**config.mk**
```make
export PLATFORM = sky130hd
export DESIGN_NAME = decode_stage
export DESIGN_NICKNAME = d
export VERILOG_FILES = /design/src/rtl/decode_stage.sv
export SDC_FILE = /design/constraint.sdc
export NUM_CORES = 1
export LEC_CHECK = 0
export CAP_MARGIN = 30
export CELL_PAD_IN_SITES_DETAIL_PLACEMENT = 1
export CELL_PAD_IN_SITES_GLOBAL_PLACEMENT = 1
export CORE_ASPECT_RATIO = 1.5
export CORE_MARGIN = 2
export CORE_UTILIZATION = 39
export DETAILED_ROUTE_END_ITERATION = 6
export PLACE_DENSITY = 0.84
export SLEW_MARGIN = 25
export SYNTH_ARGS = -nofsm -noshare
export SYNTH_HDL_FRONTEND = slang
export SYNTH_SLANG_ARGS = --single-unit
```
**constraint.sdc**
```tcl
create_clock -name clk -period 5.1 [get_ports clk]
set_clock_uncertainty 0.05 [all_clocks]
set_input_delay 0.765 -clock clk [delete_from_list [all_inputs] [get_ports clk]]
set_output_delay 0.765 -clock clk [all_outputs]
set_load 0.01 [all_outputs]
```
**src/rtl/decode_stage.sv**
```systemverilog
// Registered instruction decode stage: splits instructions into opcode/register/target
// fields behind a main + skid buffer. Optional illegal-opcode flag via DECODE_ILLEGAL_EN.
module decode_stage #(
  parameter int unsigned            INSTR_W    = 16,
  parameter int unsigned            OPC_W      = 4,
  parameter int unsigned            REG_AW     = 3,
  parameter int unsigned            PC_W       = 9,
  parameter logic [OPC_W-1:0]       JMP_OPC    = '1,
  parameter int unsigned            CNT_W      = 16,
  parameter logic [2**OPC_W-1:0]    LEGAL_MASK = '1
) (
  input  logic               clk,
  input  logic               rst_n,
  input  logic               in_valid,
  output logic               in_ready,
  input  logic [INSTR_W-1:0] in_instr,
  input  logic               flush,
  output logic               out_valid,
  input  logic               out_ready,
  output logic [OPC_W-1:0]   out_opcode,
  output logic [REG_AW-1:0]  out_rd,
  output logic [REG_AW-1:0]  out_rs1,
  output logic [REG_AW-1:0]  out_rs2,
  output logic [PC_W-1:0]    out_target,
  output logic               out_is_jump,
  output logic               out_illegal,
  output logic [CNT_W-1:0]   decode_cnt
);

  localparam int unsigned RD_LSB  = OPC_W;
  localparam int unsigned RS1_LSB = OPC_W + REG_AW;
  localparam int unsigned RS2_LSB = OPC_W + 2 * REG_AW;

  if (INSTR_W < OPC_W + 3 * REG_AW || INSTR_W < OPC_W + PC_W ||
      $bits(LEGAL_MASK) != 2 ** OPC_W) begin : g_bad_params
    $error("decode_stage: instruction too narrow for the configured fields");
  end

  typedef struct packed {
    logic [OPC_W-1:0]  opcode;
    logic [REG_AW-1:0] rd;
    logic [REG_AW-1:0] rs1;
    logic [REG_AW-1:0] rs2;
    logic [PC_W-1:0]   target;
    logic              is_jump;
    logic              illegal;
  } dec_t;

  dec_t             dec_c;
  dec_t             m_q, m_d;
  dec_t             s_q, s_d;
  logic             m_valid_q, m_valid_d;
  logic             s_valid_q, s_valid_d;
  logic [CNT_W-1:0] cnt_q, cnt_d;
  logic             accept_c;
  logic             take_c;
  logic             m_free_c;
  logic             unused_instr_c;

  // Field extraction; upper instruction bits may go unused for some widths
  always_comb begin
    dec_c         = '0;
    dec_c.opcode  = in_instr[OPC_W-1:0];
    dec_c.rd      = in_instr[RD_LSB  +: REG_AW];
    dec_c.rs1     = in_instr[RS1_LSB +: REG_AW];
    dec_c.rs2     = in_instr[RS2_LSB +: REG_AW];
    dec_c.target  = in_instr[OPC_W   +: PC_W];
    dec_c.is_jump = (in_instr[OPC_W-1:0] == JMP_OPC);
`ifdef DECODE_ILLEGAL_EN
    dec_c.illegal = ~LEGAL_MASK[in_instr[OPC_W-1:0]];
`else
    dec_c.illegal = 1'b0;
`endif
  end

  assign unused_instr_c = ^in_instr;

  assign accept_c = in_valid & ~s_valid_q;
  assign take_c   = m_valid_q & out_ready;
  assign m_free_c = ~m_valid_q | out_ready;

  // Buffer control: flush wins, skid drains into main before new input is taken
  always_comb begin
    m_d       = m_q;
    s_d       = s_q;
    m_valid_d = m_valid_q;
    s_valid_d = s_valid_q;
    cnt_d     = cnt_q;

    if (take_c) begin
      cnt_d = cnt_q + CNT_W'(1);
    end

    if (flush) begin
      m_valid_d = 1'b0;
      s_valid_d = 1'b0;
    end else if (m_free_c) begin
      if (s_valid_q) begin
        m_d       = s_q;
        m_valid_d = 1'b1;
        s_valid_d = 1'b0;
      end else if (accept_c) begin
        m_d       = dec_c;
        m_valid_d = 1'b1;
      end else begin
        m_valid_d = 1'b0;
      end
    end else if (accept_c) begin
      s_d       = dec_c;
      s_valid_d = 1'b1;
    end
  end

  always_ff @(posedge clk or negedge rst_n) begin
    if (!rst_n) begin
      m_q       <= '0;
      s_q       <= '0;
      m_valid_q <= 1'b0;
      s_valid_q <= 1'b0;
      cnt_q     <= '0;
    end else begin
      m_q       <= m_d;
      s_q       <= s_d;
      m_valid_q <= m_valid_d;
      s_valid_q <= s_valid_d;
      cnt_q     <= cnt_d;
    end
  end

  assign in_ready    = ~s_valid_q;
  assign out_valid   = m_valid_q;
  assign out_opcode  = m_q.opcode;
  assign out_rd      = m_q.rd;
  assign out_rs1     = m_q.rs1;
  assign out_rs2     = m_q.rs2;
  assign out_target  = m_q.target;
  assign out_is_jump = m_q.is_jump;
  assign out_illegal = m_q.illegal;
  assign decode_cnt  = cnt_q;

endmodule

```
# After elaboration in Yosys (flattened, before gate mapping)
# Cells that the tools add are included.
# Widths: inputs -> output; s select.
dict set report op_classes {
  muxes 9
  reduce_logical 5
  shift 0
  eq_ne 1
  bitwise 7
  n_mul 0
  n_addsub 1
  n_lt_le_gt_ge 0
  div 0
}
# cell count
set ops {}
lappend ops {{$mux 24} 2}
lappend ops {{$add 16x1->16 const B} 1}
lappend ops {{$mux 1} 7}
lappend ops {{$reduce_and 3->1} 2}
lappend ops {{$eq 4x4->1 const B} 1}
lappend ops {{$not 1->1} 4}
lappend ops {{$reduce_bool 2->1} 2}
lappend ops {{$reduce_bool 3->1} 1}
lappend ops {{$and 1x1->1} 2}
lappend ops {{$or 1x1->1} 1}
dict set report totals {
  reg_bits 65
  latchBits 0
  ramBits 0
  input_bits 21
  mem_count 0
  output_inout_bits 42
  rom_bits 0
}

# Logic depth before layout (Yosys ltp)
# Gate-level depths: netlist (run 1).
dict set report logic_depth {
  ltp_word 6
  ltp_mapped 6
  ltp_nobuf 5
}

# Least setup slack after synthesis (run 1)
# OpenSTA, ideal clock, no wires.
dict set report synth_timing {
  path_kind {input -> register}
  start {input port out_ready}
  end {register s_q[12] in the netlist's numbering}
  path_buffers 1
  setup_time_ns 0.125
  arrival_ns 1.794
  path_slack_ns 3.131
  stages 4
  path_cell_list {nand2b_4 nor4b_4 buf_6 mux2_2}
}
dict set report synth_via {
  elab_chain_len 3
}
# element line
set synth_rtl {}
lappend synth_rtl {{start, declared} 19} ;# input logic out_ready,
lappend synth_rtl {{$or 1x1->1} 80} ;# assign m_free_c = ~m_valid_q | out_ready;
lappend synth_rtl {{$not 1->1 (no source line)} -}
lappend synth_rtl {{$reduce_and 3->1 (no source line)} -}
lappend synth_rtl {{end signal, assigned} 117} ;# s_q <= '0;
lappend synth_rtl {{end signal, assigned} 123} ;# s_q <= s_d;
lappend synth_rtl {{end, declared} 51} ;# dec_t s_q, s_d;
# Every way passes these cells.
# A chain may end at the register's enable or synchronous reset.

# Final worst setup path (run 1)
dict set report layout_timing {
  start {register s_valid_q}
  end {output port in_ready}
}
dict set report layout_via {
  elab_chain_len 1
}
# element line
set layout_rtl {}
lappend layout_rtl {{start, declared} 53} ;# logic s_valid_q, s_valid_d;
lappend layout_rtl {{start signal, assigned} 125} ;# s_valid_q <= s_valid_d;
lappend layout_rtl {{$not 1->1} 130} ;# assign in_ready = ~s_valid_q;
lappend layout_rtl {{end, declared} 15} ;# output logic in_ready,
# Every way passes these cells.

==> run summary, run 1 <==
The run finished with clean final reports. The detailed-route wire length is 4571 µm. The fraction of the mapped netlist area in adder cells is 0.6068%. The vertical die dimension is 93.06 µm. The synthesized design spends more area on one cell type than any other, namely sky130_fd_sc_hd__dfrtp_1. The layout-stage area growth over the synthesis result came out at 34.10%. By area the synthesized netlist is led by sky130_fd_sc_hd__dfrtp_1 (56%), sky130_fd_sc_hd__mux2_2 (7.6%), sky130_fd_sc_hd__mux2i_1 (6.8%). Entering global routing, the biggest net connects 29 pins.

The filler cell count came out at 576. By count the netlist is led by sky130_fd_sc_hd__dfrtp_1 (46), sky130_fd_sc_hd__nor2_1 (17), sky130_fd_sc_hd__a21oi_1 (16). The initial cell density of the core is 40.23%. The row count is 32.

The number of buffers added for setup after CTS is 0. The final cycle utilization of the critical path is 48.19%. Final hold analysis gives a worst-case slack of 419.3 ps. The synthesized-area fraction occupied by ao, oa, aoi and oai cells is 3.883%. The arrival time reported for the critical path endpoint came out at 1640 ps. The total of endpoints with negative setup slack in the final report came out at 0. The slowest stage of the critical path is the sky130_fd_sc_hd__dfrtp_1 cell. In this run, CTS created clock tree buffers numbering 5. In this design, the largest share of critical-path delay is due to buffers and inverters. Walking the worst path, the cells encountered are buf_8 -> inv_1 -> clkdlybuf4s50_1. The final layout contains 247 nets.

The first detailed-routing pass ran for 4 iterations. In the routed design, unresolved DRC markers number 0. TritonCTS built the clock tree. The area share of the largest cell type after synthesis is 55.83%. The number of antenna violations at the first check in global routing was 0. The via count of the first global-routing pass came to 1554. The number of buffers added on ports came out at 58. The number of non-filler instances in the completed layout is 294. Max-cap violations in this run came to 0. The placed instance count is 283. Along the worst hold path, the cell count comes to 1.

The multi-input combinational cells in the finished layout cover a total of 790.8 µm². The worst setup slack after layout came out at 2642 ps. The worst-case vdd ir drop came out at 0.0002371 V.

The area share of and/or/nand/nor cells after synthesis came out at 12.86%. In this run the horizontal extent of the chip is 63.37 µm. The number of gates on the worst path with buffers counted came out at 3. The count of buffer and inverter cells on the critical path came out at 3.

The endpoint identified for the worst register-to-register timing path is s_q[15]. The clock latency at the later pin of the worst-skew pair came out at 290 ps. The critical path is of the flip-flop to primary output type. The total number of clock tree sinks came out at 46. The number of pins exceeding their max-slew limit in the final report is 0. The synthesized instance count came out at 171.

Summed over all layers, the global routing overflow is 0. The first global-routing pass estimated 7872 µm of wire. The cts-stage hold buffer count came out at 0. 63 I/O pins were placed. The placement-stage worst setup slack is 2219 ps. After detailed routing, the number of vias per cell comes to 4.956.

The count of antenna-violating nets left after detailed routing came out at 0. The mapped cell area came out at 0.002062 mm². The critical path starts at s_valid_q. The post-cts sizing count is 0. The slack of the worst reg-to-reg path came out at 3300 ps. The first routing iteration left 36 violations. The synthesized-area fraction occupied by xor and xnor cells is 6.371%. Setup repair after global routing left no endpoint under its margin. The synthesized area per cell is 12.06 µm².

The worst path required time came out at 4280 ps. The number of warnings printed during yosys synthesis came out at 0. The worst slew margin relative to its limit came out at 54.35%. 0 antenna diodes ended up in the layout. In this run the clock root is driven by a sky130_fd_sc_hd__clkbuf_8.

When the netlist entered floorplanning its net count stood at 193. The total vias in the final route came out at 1457. The number of buffers between clock root and the deepest sink is 2. STA classifies the critical path startpoint as a flip-flop. The worst hold path begins at decode_cnt[15]. The share of synthesized flip-flops with an asynchronous set or reset is 100.0%. The predominant post-synthesis flop cell is sky130_fd_sc_hd__dfrtp_1. Counting flops and latches in the post-synthesis netlist gives 46. STA classifies the critical path endpoint as a primary output.

The clock period could shrink to 2458 ps. The achievable clock frequency is 0.4069 GHz. Synthesis instantiated 24 different standard cells from the library. The leakage power came out at 1.165 nW. The final HPWL from detailed placement is 3435 µm.

The number of cells on the worst reg-to-reg path is 3. The maximum fanout count along the critical path is 13. The register area came out at 0.001151 mm².

The average detailed-routed wire length per instance came out at 15.55 µm. The sum of negative setup slack is 0 ps. The final weighted congestion in routability-driven placement came out at 0.6883.

The number of enable flip-flop cells after synthesis came out at 0. Power spread over the standard cell area amounts to 344.5 mW/mm². The mux cell area share after synthesis is 14.44%.

The total global routing track utilization came out at 17.17%. The delay of the slowest cell on the worst path is 590 ps. Clock-pin slew was measured on the worst setup and hold paths at 90 ps. The share of post-route cells with drive strength above 1 came out at 13.27%. At the pin with the least slew margin, the transition time is 684.7 ps.

The H-tree was split into 2 levels. The placeable core area is 0.005125 mm². After synthesis, the largest family of logic cells by area is multiplexers.

The die covers 0.005897 mm². In this run the critical register-to-register path is launched from s_valid_q. The hold violation count in the final report was 0.

The post-synthesis sequential area ratio is 55.83%. The min-delay analysis places its worst path in the category flip-flop to flip-flop. For hold timing, the worst endpoint is decode_cnt[15]. The leading cell type by number of instances after synthesis is sky130_fd_sc_hd__dfrtp_1.
-- worst reg2reg max path: stages (launching register included) --
cell	delay (ps)
sky130_fd_sc_hd__dfrtp_1	530
sky130_fd_sc_hd__nor4b_4	560
sky130_fd_sc_hd__buf_6	220
sky130_fd_sc_hd__mux2_2	350
-- state kept, by name, summed over array words and instances (netlist names) --
signal       cells
out_opcode       4
out_rs2          3
out_is_jump      1
s_valid_q        1
s_q             14
decode_cnt      16
out_target       2
out_valid        1
out_rs1          2
out_rd           2
-- stage by stage --
step	utilization [%]	area (µm²)	total power, mW
after floorplan	-	2062	0.6073
after global placement	51.00	2614	0.7270
after detailed placement	51.54	2641	0.7458
after CTS	53.22	2728	0.9674
after global routing	53.96	2765	1.010
final	53.96	2765	0.9525
-- cell families after synthesis --
family / count (synthesis)
DFF: 46
adders and majority gates: 1
xor gates and xnor gates: 15
and+or+nand+nor: 46
AOI/OAI and AO/OA: 16
muxes: 28
other: 1
buffers and inverters: 18
-- metal layers --
layer  vias up  GRT usage [%]  part of all wire (%)  routed length [µm]
met1       727          19.79                    39                1760
met5         -              0                     0                   0
met2        45          31.67                    56                2579
li1        683              -                     -                   -
met4         0          4.891                  0.53                  24
met3         2          3.610                   4.5                 206
-- area by class of cell --
type / instances / area share (%)
clock inverter: 2 / 0.4977
timing repair buffer: 62 / 23.17
inverter: 3 / 0.4072
tap: 68 / 3.077
sequential: 46 / 41.63
multi-input combinational: 107 / 28.60
clock buffer: 6 / 2.624
-- cell usage in the layout (no fill, tap or decap), drive strengths merged --
cell type	netlist	routed
a21oi	16	16
xor2	5	5
mux2	14	14
mux2i	14	14
nand2	8	8
nor4b	1	1
inv	3	3
ha	1	1
nand2b	1	1
clkdlybuf4s50	0	57
buf	15	5
nand4	3	3
xnor2	10	10
nor2b	1	1
clkbuf	0	6
clkinv	0	2
and3	4	4
nor4	2	2
dfrtp	46	46
nand3	5	5
conb	1	1
nor3	4	4
nor2	17	17
-- worst max path at each step --
stage                    end  slack (ps)
global route        in_ready        2550
floorplan            s_q[12]        3130
global placement     s_q[14]        2210
finish              in_ready        2640
CTS                 in_ready        2350
detailed placement   s_q[15]        2220
-- power by group --
group          leakage, nW  switching [mW]  internal [mW]
Sequential           0.569          0.0576          0.431
Combinational        0.551          0.0972          0.150
Clock               0.0452           0.120         0.0969
Total                 1.17           0.275          0.677
No activity file was read; power rests on OpenSTA's default activity.
==> run 2: changes to the inputs <==
CORE_UTILIZATION = 36   (was 39)
PLACE_DENSITY = 0.78   (was 0.84)
clock period = 2.3 ns   (was 5.1 ns; I/O delays follow)
==> run 2 against run 1 <==
Sequential power up 120%. Critical path type unchanged. Largest cell class unchanged. Global-route usage is 3.0 points lower. Flip-flop and latch count is the same. Critical endpoint unchanged.
==> run summary, run 2 (synthesized netlist as in run 1, its figures left out) <==
The horizontal die dimension is 65.80 µm (was 63.37 µm). The number of antenna violations at the first check in global routing is 0 (unchanged). The fraction of power consumed by combinational cells is 25.4% (was 26.0%). The total global routing track utilization is 14.21% (was 17.17%). The startpoint class of the critical path is a flip-flop (unchanged). The row count came out at 33 (was 32).

The slowest cell on the critical path is sky130_fd_sc_hd__clkdlybuf4s50_1 (was sky130_fd_sc_hd__dfrtp_1). The final cycle utilization of the critical path is 76.75%. The starting DRC count in detailed routing came to 59 (was 36). Setup repair after global routing missed its margin: no (unchanged). The delay of the slowest cell on the worst path came to 570 ps (was 590 ps). The summed area of non-filler cells in the final layout is 0.002791 mm² (was 0.002765 mm²). The vertical die dimension came out at 96.69 µm (was 93.06 µm).

The clock edge transition at the registers on the reported setup and hold paths came out at 80 ps (was 90 ps). The post-cts sizing count came out at 0 (unchanged). The global-route congestion overflow total came out at 0 (unchanged). The worst path needs 1765 ps of the cycle, external delays included.

The clock latency at the later pin of the worst-skew pair is 290 ps (about the same). The final weighted congestion in routability-driven placement is 0.6869 (was 0.6883). The met1 usage in global routing came out at 17.24% (was 19.79%). The number of nets in the final layout came out at 250 (was 247). The number of design rule violations left after detail routing came out at 0 (unchanged).

The most common cell after layout, fill and taps aside is sky130_fd_sc_hd__clkdlybuf4s50_1 (unchanged). The CTS tree is built (unchanged). The busiest layer in global routing is met2 (unchanged). The layout-stage area growth over the synthesis result came out at 35.38% (was 34.10%). The hold violation count in the final report came out at 0 (unchanged). The total power divided by cell area is 761.4 mW/mm² (was 344.5 mW/mm²).

The sum of negative setup slack was 0 ps (unchanged). The share of post-route cells with drive strength above 1 is 14.41% (was 13.27%). The total vias in the final route came out at 1447 (was 1457). The achievable clock frequency is 0.5665 GHz. Run status: complete, no violations (unchanged). The via count of the first global-routing pass is 1436 (was 1554).

The number of buffers added by the clock tree synthesis step came out at 5 (unchanged). The worst-case vdd ir drop is 0.0004457 V (was 0.0002371 V). The full die area is 0.006362 mm² (was 0.005897 mm²). The first-pass iteration count of the detailed router was 4 (unchanged). The met3 capacity usage during global routing was 3.953% (was 3.610%). The placeable core area is 0.005492 mm² (was 0.005125 mm²). The launch point of the critical path is s_valid_q (unchanged). The switching share of power is 28.02% (was 28.87%). The number of levels the H-tree was split into came to 2 (unchanged). The worst hold-check slack came to 423.5 ps (was 419.3 ps).

The maximum fanout count along the critical path was 4 (was 13). The routed via count divided by cell count is 4.839 (was 4.956). The average detailed-routed wire length per instance is 13.99 µm (was 15.55 µm). The clock root buffer was sky130_fd_sc_hd__clkbuf_8 (unchanged).

The number of violations of the max-capacitance limit came out at 0 (unchanged). The total number of clock tree sinks came to 46 (unchanged). Highest-count cells in the layout ignoring fill and taps: sky130_fd_sc_hd__clkdlybuf4s50_1 (57), sky130_fd_sc_hd__dfrtp_1 (46), sky130_fd_sc_hd__nor2_1 (17) (unchanged). The final HPWL from detailed placement came out at 2981 µm (was 3435 µm). The type of the worst setup path is flip-flop to primary output (unchanged). The number of antenna repair diodes is 0 (unchanged). The count of buffer and inverter cells on the critical path is 2 (was 3). The kind of cell adding the most delay to the critical path is buffers and inverters (unchanged). The part of the power in registers came out at 50.7% (was 51.3%). The placement-stage cell area came out at 0.002686 mm² (was 0.002641 mm²). The arrival time reported for the critical path endpoint is 1370 ps (was 1640 ps). The initial cell density of the core is 37.55% (was 40.23%).

Worst-path cell chain: inv_1 -> clkdlybuf4s50_1 (was buf_8 -> inv_1 -> clkdlybuf4s50_1). The number of flip-flops in the largest register came out at 16 (unchanged). The kind of end point of the critical path is a primary output (unchanged). The internal power consumption is 1.530 mW (was 677.5 µW).

The total of endpoints with negative setup slack in the final report is 0 (unchanged). The number of pins exceeding their max-slew limit in the final report was 0 (unchanged). The global-route wire length before repair is 7003 µm (was 7872 µm). The number of buffers between clock root and the deepest sink was 2 (unchanged). The leakage power is 1.177 nW (was 1.165 nW). The type of the worst min-delay path is flip-flop to flip-flop (unchanged).

The maximum number of pins on one net before global-route repair came out at 47 (was 29). The startpoint of the most critical hold path was decode_cnt[15] (unchanged). The count of pins on the block boundary is 63 (unchanged). The met2 routing resource usage after global routing is 24.01% (was 31.67%). The proportion of power drawn by the clock network was 23.8% (was 22.8%). The reported net switching power came to 595.6 µW (was 275.0 µW). The worst path required time came out at 1900 ps (was 4280 ps). The reg-to-reg critical path startpoint was decode_cnt[0] (was s_valid_q). The count of antenna-violating nets left after detailed routing came out at 0 (unchanged). The detailed-route wire length is 4184 µm (was 4571 µm). The number of buffers added on ports is 58 (unchanged).
-- run 2: worst paths after layout --
kind                                   to  slack (ps)  depth (start not counted)
min                        decode_cnt[15]         420                          1
max reg2reg                decode_cnt[10]         600                          6
max in group asynchronous   decode_cnt[7]        1470                          3
max                              in_ready         530                          2
min in group asynchronous   out_target[5]         510                          3
min reg2reg                decode_cnt[15]         420                          1
-- run 2: worst reg2reg max path: stages, from the launching register on --
cell and delay (ps):
sky130_fd_sc_hd__dfrtp_1 440, sky130_fd_sc_hd__ha_1 170, sky130_fd_sc_hd__nand3_1 160, sky130_fd_sc_hd__nor4_1 390, sky130_fd_sc_hd__buf_4 190, sky130_fd_sc_hd__nand2_1 60
sky130_fd_sc_hd__xnor2_1 130
-- run 2: through the flow --
step	worst slack [ps]	utilization [%]	total power, mW	std cells
2_1_floorplan	697.9	-	1.347	171
3_3_place_gp	309.7	48.92	1.622	290
3_5_place_dp	241.7	48.92	1.645	290
4_1_cts	504.1	50.83	2.172	299
5_1_grt	468.6	50.83	2.258	299
6_report	534.7	50.83	2.125	299
-- run 2: power groups by stage --
stage | clock network, mW | registers, mW | logic, mW
4_1_cts | 0.537 | 1.08 | 0.553
2_1_floorplan | 0 | 1.11 | 0.238
3_5_place_dp | 0 | 1.10 | 0.548
3_3_place_gp | 0 | 1.09 | 0.536
5_1_grt | 0.572 | 1.10 | 0.586
6_report | 0.506 | 1.08 | 0.541
-- run 2: layer usage --
layer  routed length (µm)  share of wire [%]
met5                    0                  0
met4                   56                1.3
met3                  249                6.0
met2                 2214                 53
met1                 1663                 40
-- run 2: what timing repair did --
item,in CTS,in global routing
hold endpoints to repair,46,0
hold buffers,1,0
setup buffers,0,0
endpoints found under the setup margin,0,0
-- run 2: final cells by class --
type	instances	area [µm²]
timing repair buffer	65	655.6
clock buffer	6	82.58
clock inverter	2	12.51
sequential	46	1151
inverter	3	11.26
tap	70	87.58
multi-input combinational	107	790.8
fill	590	2700
